--- config.mk ---
export PLATFORM = sky130hd
export DESIGN_NAME = ecc_scrub_ctrl
export DESIGN_NICKNAME = d
export VERILOG_FILES = /design/src/rtl/ecc_ram_pkg.sv /design/src/rtl/ecc_sat_counter.sv /design/src/rtl/ecc_scrub_ctrl.sv
export SDC_FILE = /design/constraint.sdc
export NUM_CORES = 1
export LEC_CHECK = 0
export CAP_MARGIN = 10
export CORE_UTILIZATION = 50
export CTS_CLUSTER_DIAMETER = 150
export CTS_CLUSTER_SIZE = 14
export DETAILED_ROUTE_END_ITERATION = 10
export PLACE_DENSITY = 0.85
export SLEW_MARGIN = 40
export SYNTH_ARGS = -nofsm -noshare
export SYNTH_HDL_FRONTEND = slang
export SYNTH_HIERARCHICAL = 1
export SYNTH_SLANG_ARGS = --single-unit
--- constraint.sdc ---
create_clock -name clk -period 5.99 [get_ports clk]
set_clock_uncertainty 0.15 [all_clocks]
set_input_delay 0.599 -clock clk [delete_from_list [all_inputs] [get_ports clk]]
set_output_delay 0.599 -clock clk [all_outputs]
set_load 0.01 [all_outputs]
--- src/rtl/ecc_ram_pkg.sv ---
// Shared types for the ECC RAM scrub controller: FSM states and address sizing.
package ecc_ram_pkg;

    typedef enum logic [1:0] {
        ST_IDLE = 2'd0,
        ST_SRD  = 2'd1,
        ST_SCHK = 2'd2,
        ST_SWB  = 2'd3
    } scrub_state_e;

    function automatic int addr_width(input int depth);
        return (depth > 1) ? $clog2(depth) : 1;
    endfunction

endpackage

--- src/rtl/ecc_sat_counter.sv ---
// Saturating up-counter; an increment coinciding with a clear restarts at one.
module ecc_sat_counter #(
    parameter int CNT_WIDTH = 16
) (
    input  logic                 clk,
    input  logic                 rst,
    input  logic                 inc_i,
    input  logic                 clr_i,
    output logic [CNT_WIDTH-1:0] cnt_o
);

    logic [CNT_WIDTH-1:0] cnt_q, cnt_d;

    always_comb begin
        cnt_d = cnt_q;
        if (inc_i) begin
            if (clr_i)
                cnt_d = CNT_WIDTH'(1);
            else if (!(&cnt_q))
                cnt_d = cnt_q + 1'b1;
        end else if (clr_i) begin
            cnt_d = '0;
        end
    end

    always_ff @(posedge clk or posedge rst) begin
        if (rst) cnt_q <= '0;
        else     cnt_q <= cnt_d;
    end

    assign cnt_o = cnt_q;

endmodule

--- src/rtl/ecc_scrub_ctrl.sv ---
// Host/scrubber arbiter and error accounting in front of one ecc_ram.
// Optional ECC_SCRUB_LOG_EN adds last_err_addr / last_err_dbe.
module ecc_scrub_ctrl
    import ecc_ram_pkg::*;
#(
    parameter int DATA_WIDTH     = 16,
    parameter int RAM_DEPTH      = 64,
    parameter int SCRUB_INTERVAL = 1024,
    parameter int CNT_WIDTH      = 16,
    localparam int ADDR_WIDTH    = addr_width(RAM_DEPTH)
) (
    input  logic                  clk,
    input  logic                  rst,
    input  logic                  host_req,
    input  logic                  host_we,
    input  logic [ADDR_WIDTH-1:0] host_addr,
    input  logic [DATA_WIDTH-1:0] host_wdata,
    output logic                  host_gnt,
    output logic                  host_rvalid,
    output logic [DATA_WIDTH-1:0] host_rdata,
    input  logic                  scrub_en,
    input  logic                  err_clr,
    output logic [ADDR_WIDTH-1:0] ram_addr,
    output logic [DATA_WIDTH-1:0] ram_data_in,
    output logic                  ram_write_en,
    output logic                  ram_read_en,
    input  logic [DATA_WIDTH-1:0] ram_data_out,
    input  logic                  ram_sbe,
    input  logic                  ram_dbe,
    output logic [CNT_WIDTH-1:0]  sbe_count,
    output logic [CNT_WIDTH-1:0]  dbe_count,
    output logic                  irq_dbe,
    output logic                  scrub_busy,
`ifdef ECC_SCRUB_LOG_EN
    output logic [ADDR_WIDTH-1:0] last_err_addr,
    output logic                  last_err_dbe,
`endif
    output logic                  pass_done
);

    localparam int IW = $clog2(SCRUB_INTERVAL);
    localparam logic [IW-1:0] IV_LAST = IW'(SCRUB_INTERVAL - 1);
    localparam logic [ADDR_WIDTH-1:0] A_LAST = ADDR_WIDTH'(RAM_DEPTH - 1);

    scrub_state_e          state_q, state_d;
    logic [IW-1:0]         ivl_q, ivl_d;
    logic [ADDR_WIDTH-1:0] saddr_q, saddr_d;
    logic [DATA_WIDTH-1:0] wb_q, wb_d;
    logic                  hrd_q, hrd_d;
    logic                  pass_q, pass_d;
    logic                  irq_q, irq_d;
    logic                  scrub_pend, chk, advance;
    logic                  sbe_inc, dbe_inc;

    // Pending is gated by scrub_en so a disabled scrubber never blocks the host.
    assign scrub_pend = scrub_en && (ivl_q == IV_LAST);
    assign chk        = hrd_q || (state_q == ST_SCHK);
    assign sbe_inc    = chk && ram_sbe;
    assign dbe_inc    = chk && ram_dbe;

    always_comb begin
        state_d      = state_q;
        ivl_d        = ivl_q;
        saddr_d      = saddr_q;
        wb_d         = wb_q;
        host_gnt     = 1'b0;
        ram_addr     = '0;
        ram_data_in  = '0;
        ram_write_en = 1'b0;
        ram_read_en  = 1'b0;
        advance      = 1'b0;
        unique case (state_q)
            ST_IDLE: begin
                if (scrub_pend) begin
                    state_d = ST_SRD;
                    ivl_d   = '0;
                end else begin
                    if (scrub_en) ivl_d = ivl_q + 1'b1;
                    host_gnt = host_req && !rst;
                    if (host_gnt) begin
                        ram_addr     = host_addr;
                        ram_write_en = host_we;
                        ram_read_en  = !host_we;
                        ram_data_in  = host_we ? host_wdata : '0;
                    end
                end
            end
            ST_SRD: begin
                ram_addr    = saddr_q;
                ram_read_en = 1'b1;
                state_d     = ST_SCHK;
            end
            ST_SCHK: begin
                wb_d = ram_data_out;
                if (ram_sbe && !ram_dbe) begin
                    state_d = ST_SWB;
                end else begin
                    state_d = ST_IDLE;
                    advance = 1'b1;
                end
            end
            ST_SWB: begin
                ram_addr     = saddr_q;
                ram_data_in  = wb_q;
                ram_write_en = 1'b1;
                state_d      = ST_IDLE;
                advance      = 1'b1;
            end
            default: state_d = ST_IDLE;
        endcase
        if (advance)
            saddr_d = (saddr_q == A_LAST) ? '0 : saddr_q + 1'b1;
    end

    assign hrd_d  = host_gnt && !host_we;
    assign pass_d = advance && (saddr_q == A_LAST);
    assign irq_d  = dbe_inc ? 1'b1 : (err_clr ? 1'b0 : irq_q);

    always_ff @(posedge clk or posedge rst) begin
        if (rst) begin
            state_q <= ST_IDLE;
            ivl_q   <= '0;
            saddr_q <= '0;
            wb_q    <= '0;
            hrd_q   <= 1'b0;
            pass_q  <= 1'b0;
            irq_q   <= 1'b0;
        end else begin
            state_q <= state_d;
            ivl_q   <= ivl_d;
            saddr_q <= saddr_d;
            wb_q    <= wb_d;
            hrd_q   <= hrd_d;
            pass_q  <= pass_d;
            irq_q   <= irq_d;
        end
    end

    ecc_sat_counter #(.CNT_WIDTH(CNT_WIDTH)) u_sbe_cnt (
        .clk   (clk),
        .rst   (rst),
        .inc_i (sbe_inc),
        .clr_i (err_clr),
        .cnt_o (sbe_count)
    );

    ecc_sat_counter #(.CNT_WIDTH(CNT_WIDTH)) u_dbe_cnt (
        .clk   (clk),
        .rst   (rst),
        .inc_i (dbe_inc),
        .clr_i (err_clr),
        .cnt_o (dbe_count)
    );

`ifdef ECC_SCRUB_LOG_EN
    logic [ADDR_WIDTH-1:0] haddr_q, lea_q;
    logic                  led_q;

    always_ff @(posedge clk or posedge rst) begin
        if (rst) begin
            haddr_q <= '0;
            lea_q   <= '0;
            led_q   <= 1'b0;
        end else begin
            if (hrd_d) haddr_q <= host_addr;
            if (sbe_inc || dbe_inc) begin
                lea_q <= hrd_q ? haddr_q : saddr_q;
                led_q <= ram_dbe;
            end
        end
    end

    assign last_err_addr = lea_q;
    assign last_err_dbe  = led_q;
`endif

    assign host_rvalid = hrd_q;
    assign host_rdata  = hrd_q ? ram_data_out : '0;
    assign irq_dbe     = irq_q;
    assign scrub_busy  = (state_q != ST_IDLE);
    assign pass_done   = pass_q;

endmodule
# --- Word level (Yosys, flattened, before mapping) ---
# Cells that the tools add are included.
totals:
  output_inout_bits: 77
  wordCells: 76
  reg_bits: 69
  inputBits: 46
op_classes:
  n_reduce_logical: 22
  n_eq_ne: 8
  n_addsub: 4
  n_mux: 33
ops:
  columns: ["cell", "n"]
  rows:
  - ["$mux W16", 11]
  - ["$add A16 B1 Y16 const B", 2]
  - ["$pmux W16 S2", 1]
  - ["$reduce_and A16 Y1", 2]
  - ["$mux W10", 2]
  - ["$mux W6", 3]
  - ["$pmux W6 S2", 1]
  - ["$add A10 B1 Y10 const B", 1]
  - ["$eq A10 B10 Y1 const B", 1]
  - ["$mux W1", 9]
  - ["$pmux W2 S4", 1]
  - ["$reduce_bool A2 Y1", 4]
  - ["$logic_and A1 B1 Y1", 7]
  - ["$add A6 B1 Y6 const B", 1]
  - ["$eq A6 B6 Y1 const B", 1]
  - ["$ne A2 B2 Y1 const B", 3]
  - ["$pmux W1 S2", 3]
  - ["$reduce_and A2 Y1", 3]
  - ["$eq A2 B2 Y1 const B", 2]
  - ["$mux W2", 2]
  - ["$logic_not A1 Y1", 3]
  - ["$eq A2 B1 Y1 const B", 1]
  - ["$logic_not A2 Y1", 1]
  - ["$reduce_or A2 Y1", 1]
  - ["$logic_or A1 B1 Y1", 1]

# --- Depth between registers and ports, before layout ---
logic_depth:
  word_depth: 5
  ltp_mapped: 9
  mapped_depth_nobuf: 7

# --- Modules after synthesis ---
# Netlist, hierarchy kept.
by_module_without_submodules:
  columns: ["module", "cells_per_inst", "seq_area_each_um2", "area_per_inst_um2", "n_inst"]
  rows:
  - ["ecc_scrub_ctrl", 192, 925.9, 2073.2, 1]
  - ["ecc_sat_counter at u_sbe_cnt", 98, 400.4, 893.4, 1]
  - ["ecc_sat_counter at u_dbe_cnt", 97, 400.4, 887.1, 1]

# --- Worst setup path before layout ---
# OpenSTA, ideal clock, no wires.
synth_path:
  path_kind: "input port to output port"
  from: "in rst"
  to: "out ram_data_in[10]"
  stages: 5
  required_time_ps: 5241
  path_buffers: 1
  arrival_time_ps: 2444
  path_slack_ps: 2797
  path_cell_list: "inv_1 -> nand2_1 -> nor4b_4 -> buf_6 -> a22o_2"
synth_via:
  elab_chain_cells: 5
synth_lines:
  columns: ["item", "line", "source"]
  rows:
  - ["start, declared", "ecc_scrub_ctrl.sv:13", "input logic rst,"]
  - ["$logic_not A1 Y1 (no line)", null, null]
  - ["$logic_and A1 B1 Y1", "ecc_scrub_ctrl.sv:79", "host_gnt = host_req && !rst;"]
  - ["$mux W16", "ecc_scrub_ctrl.sv:80", "if (host_gnt) begin"]
  - ["$mux W16", "ecc_scrub_ctrl.sv:74", "if (scrub_pend) begin"]
  - ["$pmux W16 S2", "ecc_scrub_ctrl.sv:72", "unique case (state_q)"]
  - ["end, declared", "ecc_scrub_ctrl.sv:24", "output logic [DATA_WIDTH-1:0] ram_data_in,"]
# Every way passes these cells.

# --- Worst setup path in the final report ---
layout_path:
  from: "in rst"
  to: "out ram_data_in[15]"
# Same word-level chain as after synthesis.

==> flow_summary.toml <==
[status]
status = "finished, final reports clean"

[clocking]
cts.path.max_buffers = 2
cts_buffers = 9
htree_levels = 3
tritoncts = "yes"
clk_pin_slew_worst_paths_ps = 70
cts_sinks = 69
holdBufCountCts = 0
postCtsResizedCells = 0
postCtsSetupBuffers = 0
clkLatencyLatePin_ps = 340
clockRootBuffer = "clkbuf_8"

[drt]
vias_per_cell = 5.73
routed.top_layer = "met4"
routed_wl_um = 9680
wl_met3_um = 560
vias = 3528
drtAntennaViolNets = 0
dr.pass1.iters = 4
wl_met1_um = 4200
drc_errors = 0
detail_route.iter0.violations = 227
wl_met2_um = 4880
wl_per_cell_um = 15.7

[placement]
post_dp_cell_area_um2 = 5160
gp_congestion = 0.856
dp.cells = 600
io_buffers = 122
dp_hpwl_um = 7070

[synth]
synth_top_family_by_area = "simple AND/OR/NAND/NOR gates"
postSynthCellCount = 387
synth_xor_area_frac = 0.0227
syn_area_um2 = 3850
synth-seq-cells = 69
ys.flop_type = "dfrtp_1"
synth_edf_count = 0
yosysUniqueCellTypes = 49
yosys_warnings = 6
synth_compound_area_frac = 0.172
synth_area_leaders = "dfrtp_1, mux2_2, a22o_2, a21oi_1, ha_1"
synth_simple_gate_area_frac = 0.241
ys_top_cells_by_count = "dfrtp_1, nand2_1, a21oi_1"
syn-num-nets = 442
synth_fa_ha_area_frac = 0.0292
yosys.area.top_type = "dfrtp_1"
syn_area_per_cell_um2 = 9.96
yosysSeqAreaShare = 0.448
synthMuxAreaShare = 0.0519
yosysTopAreaCellShare = 0.448
synth.most_common_cell = "dfrtp_1"
synthArstFlopShare = 1.00

[pwr]
p_per_area_nw_per_um2 = 192
ir_drop_mv = 0.238
power_uw = 1040
p_leak_uw = 0.00227

[final_layout]
area_growth_pct = 39.7
nNetsFinal = 568
fill_cells = 560
fin_cells = 616
stdcell_area_um2 = 5380
drive_gt1_frac = 0.149
diodes = 0

[timing]
period_needed_ps = 3860
hold_viol = 0
worst_slew_pin_slew_ps = 742
tns_ps = 0
relSlewSlack = 0.501
rsz0062_at_grt = "no"
fmax_ghz = 0.259
setup_viol = 0
whs_ps = 333
slew_viol_final = 0
fin_crit_sh = 0.644

[die]
die_area_um2 = 8060
coreArea_um2 = 7370
rows = 31
boundaryPins = 123
die_x_um = 89.8
die_h_um = 89.8
start_util = 0.523

[grt]
overflow = 0
grt_antenna_before_repair = 0
grt_pass1_vias = 3339
grt_max_degree = 39
track_usage = 0.244
grt_pass1_wl_um = 16000

[setup_path]
cp.arrival_ps = 3110
worstPathCellList = "clkdlybuf4s50_1 > inv_1 > buf_4 > nand2_1 > nor4b_4 > buf_4 > a22o_2 > clkdlybuf4s50_1"
path_class = "input port to primary output"
crit_slowest_cell = "clkdlybuf4s50_1"
critPathMaxStageDelay_ps = 520
cp-start-kind = "input port"
crit_required_ps = 5240
crit_fanout = 38
cp-end-kind = "primary output"

[min_path]
hp-class = "flop to flop"

[flow_run]
drv_cap = 0
==> through the flow <==
step / setup WS [ps] / utilization
finish: 2130 / 0.730
global route: 1900 / 0.730
CTS: 1860 / 0.729
detailed placement: 1850 / 0.700
global placement: 1930 / 0.700
floorplan: 2800 / -
==> state kept, by name (all words and copies together) (netlist names) <==
signal,count
ivl_q,10
host_rvalid,1
u_dbe_cnt/cnt_o,16
irq_dbe,1
wb_q,16
pass_done,1
saddr_q,6
state_q,2
u_sbe_cnt/cnt_o,16
==> routing by layer <==
layer  up-vias  global-route usage
met5         -                   0
met4         0              0.0779
met3         4              0.0448
met2       130               0.424
met1      1701               0.309
li1       1693                   -
==> final timing paths <==
| check | startpoint | to | slack (ps) | cells past startpoint |
|---|---|---|---|---|
| worst max-delay path | rst | ram_data_in[15] | 2130 | 8 |
| worst max register to register | state_q[0] | u_dbe_cnt/cnt_o[13] | 3000 | 7 |
| worst min-delay path | irq_dbe | irq_dbe | 330 | 1 |
| min in group asynchronous | rst | u_dbe_cnt/cnt_o[7] | 560 | 2 |
| max in group asynchronous | rst | u_sbe_cnt/cnt_o[8] | 4710 | 2 |
| worst min register to register | irq_dbe | irq_dbe | 330 | 1 |
==> cells in the final DEF, fill, tap and decap left out, types with 4 or more instances in the layout <==
master	n
dfrtp_1	69
nand4_2	4
and4_1	5
inv_1	17
a22o_2	16
nand3_1	14
clkdlybuf4s50_1	122
mux2_2	16
buf_4	5
nor2_1	25
a22o_1	5
clkbuf_8	9
ha_1	8
xnor2_1	5
xor2_1	5
and2_1	17
o21ai_0	14
or4_1	14
nand4_1	8
o31ai_1	13
nor3_1	11
nand2_1	30
or3_1	8
or2_2	5
a21oi_1	29
==> cell type report <==
class	count	area, um^2	area share
inverters	17	63.8	0.0119
clock inverters	6	88.8	0.0165
flip-flops and latches	69	1730	0.321
repair buffers	127	1260	0.234
well taps	99	124	0.0230
multi-input cells	289	2000	0.371
clock buffers	9	124	0.0230
==> cell families after synthesis <==
group	Yosys count
adders and majority gates	9
muxes	18
buffers and inverters	29
AOI/OAI and AO/OA	93
xor gates and xnor gates	10
and+or+nand+nor	159
DFF	69
==> power by group <==
group          switching, uW  internal, uW  leakage (uW)
registers               22.6           484      0.000947
clock network            176           232      0.000101
logic                   53.6          67.9       0.00122
==> worst max-delay path, delay by kind of cell <==
| kind | cells | cell delay [ps] |
|---|---|---|
| buffers and inverters | 5 | 1720 |
| and+or+nand+nor | 2 | 610 |
| AOI/OAI and AO/OA | 1 | 160 |
Note: power is estimated with default switching activity, not from simulation.
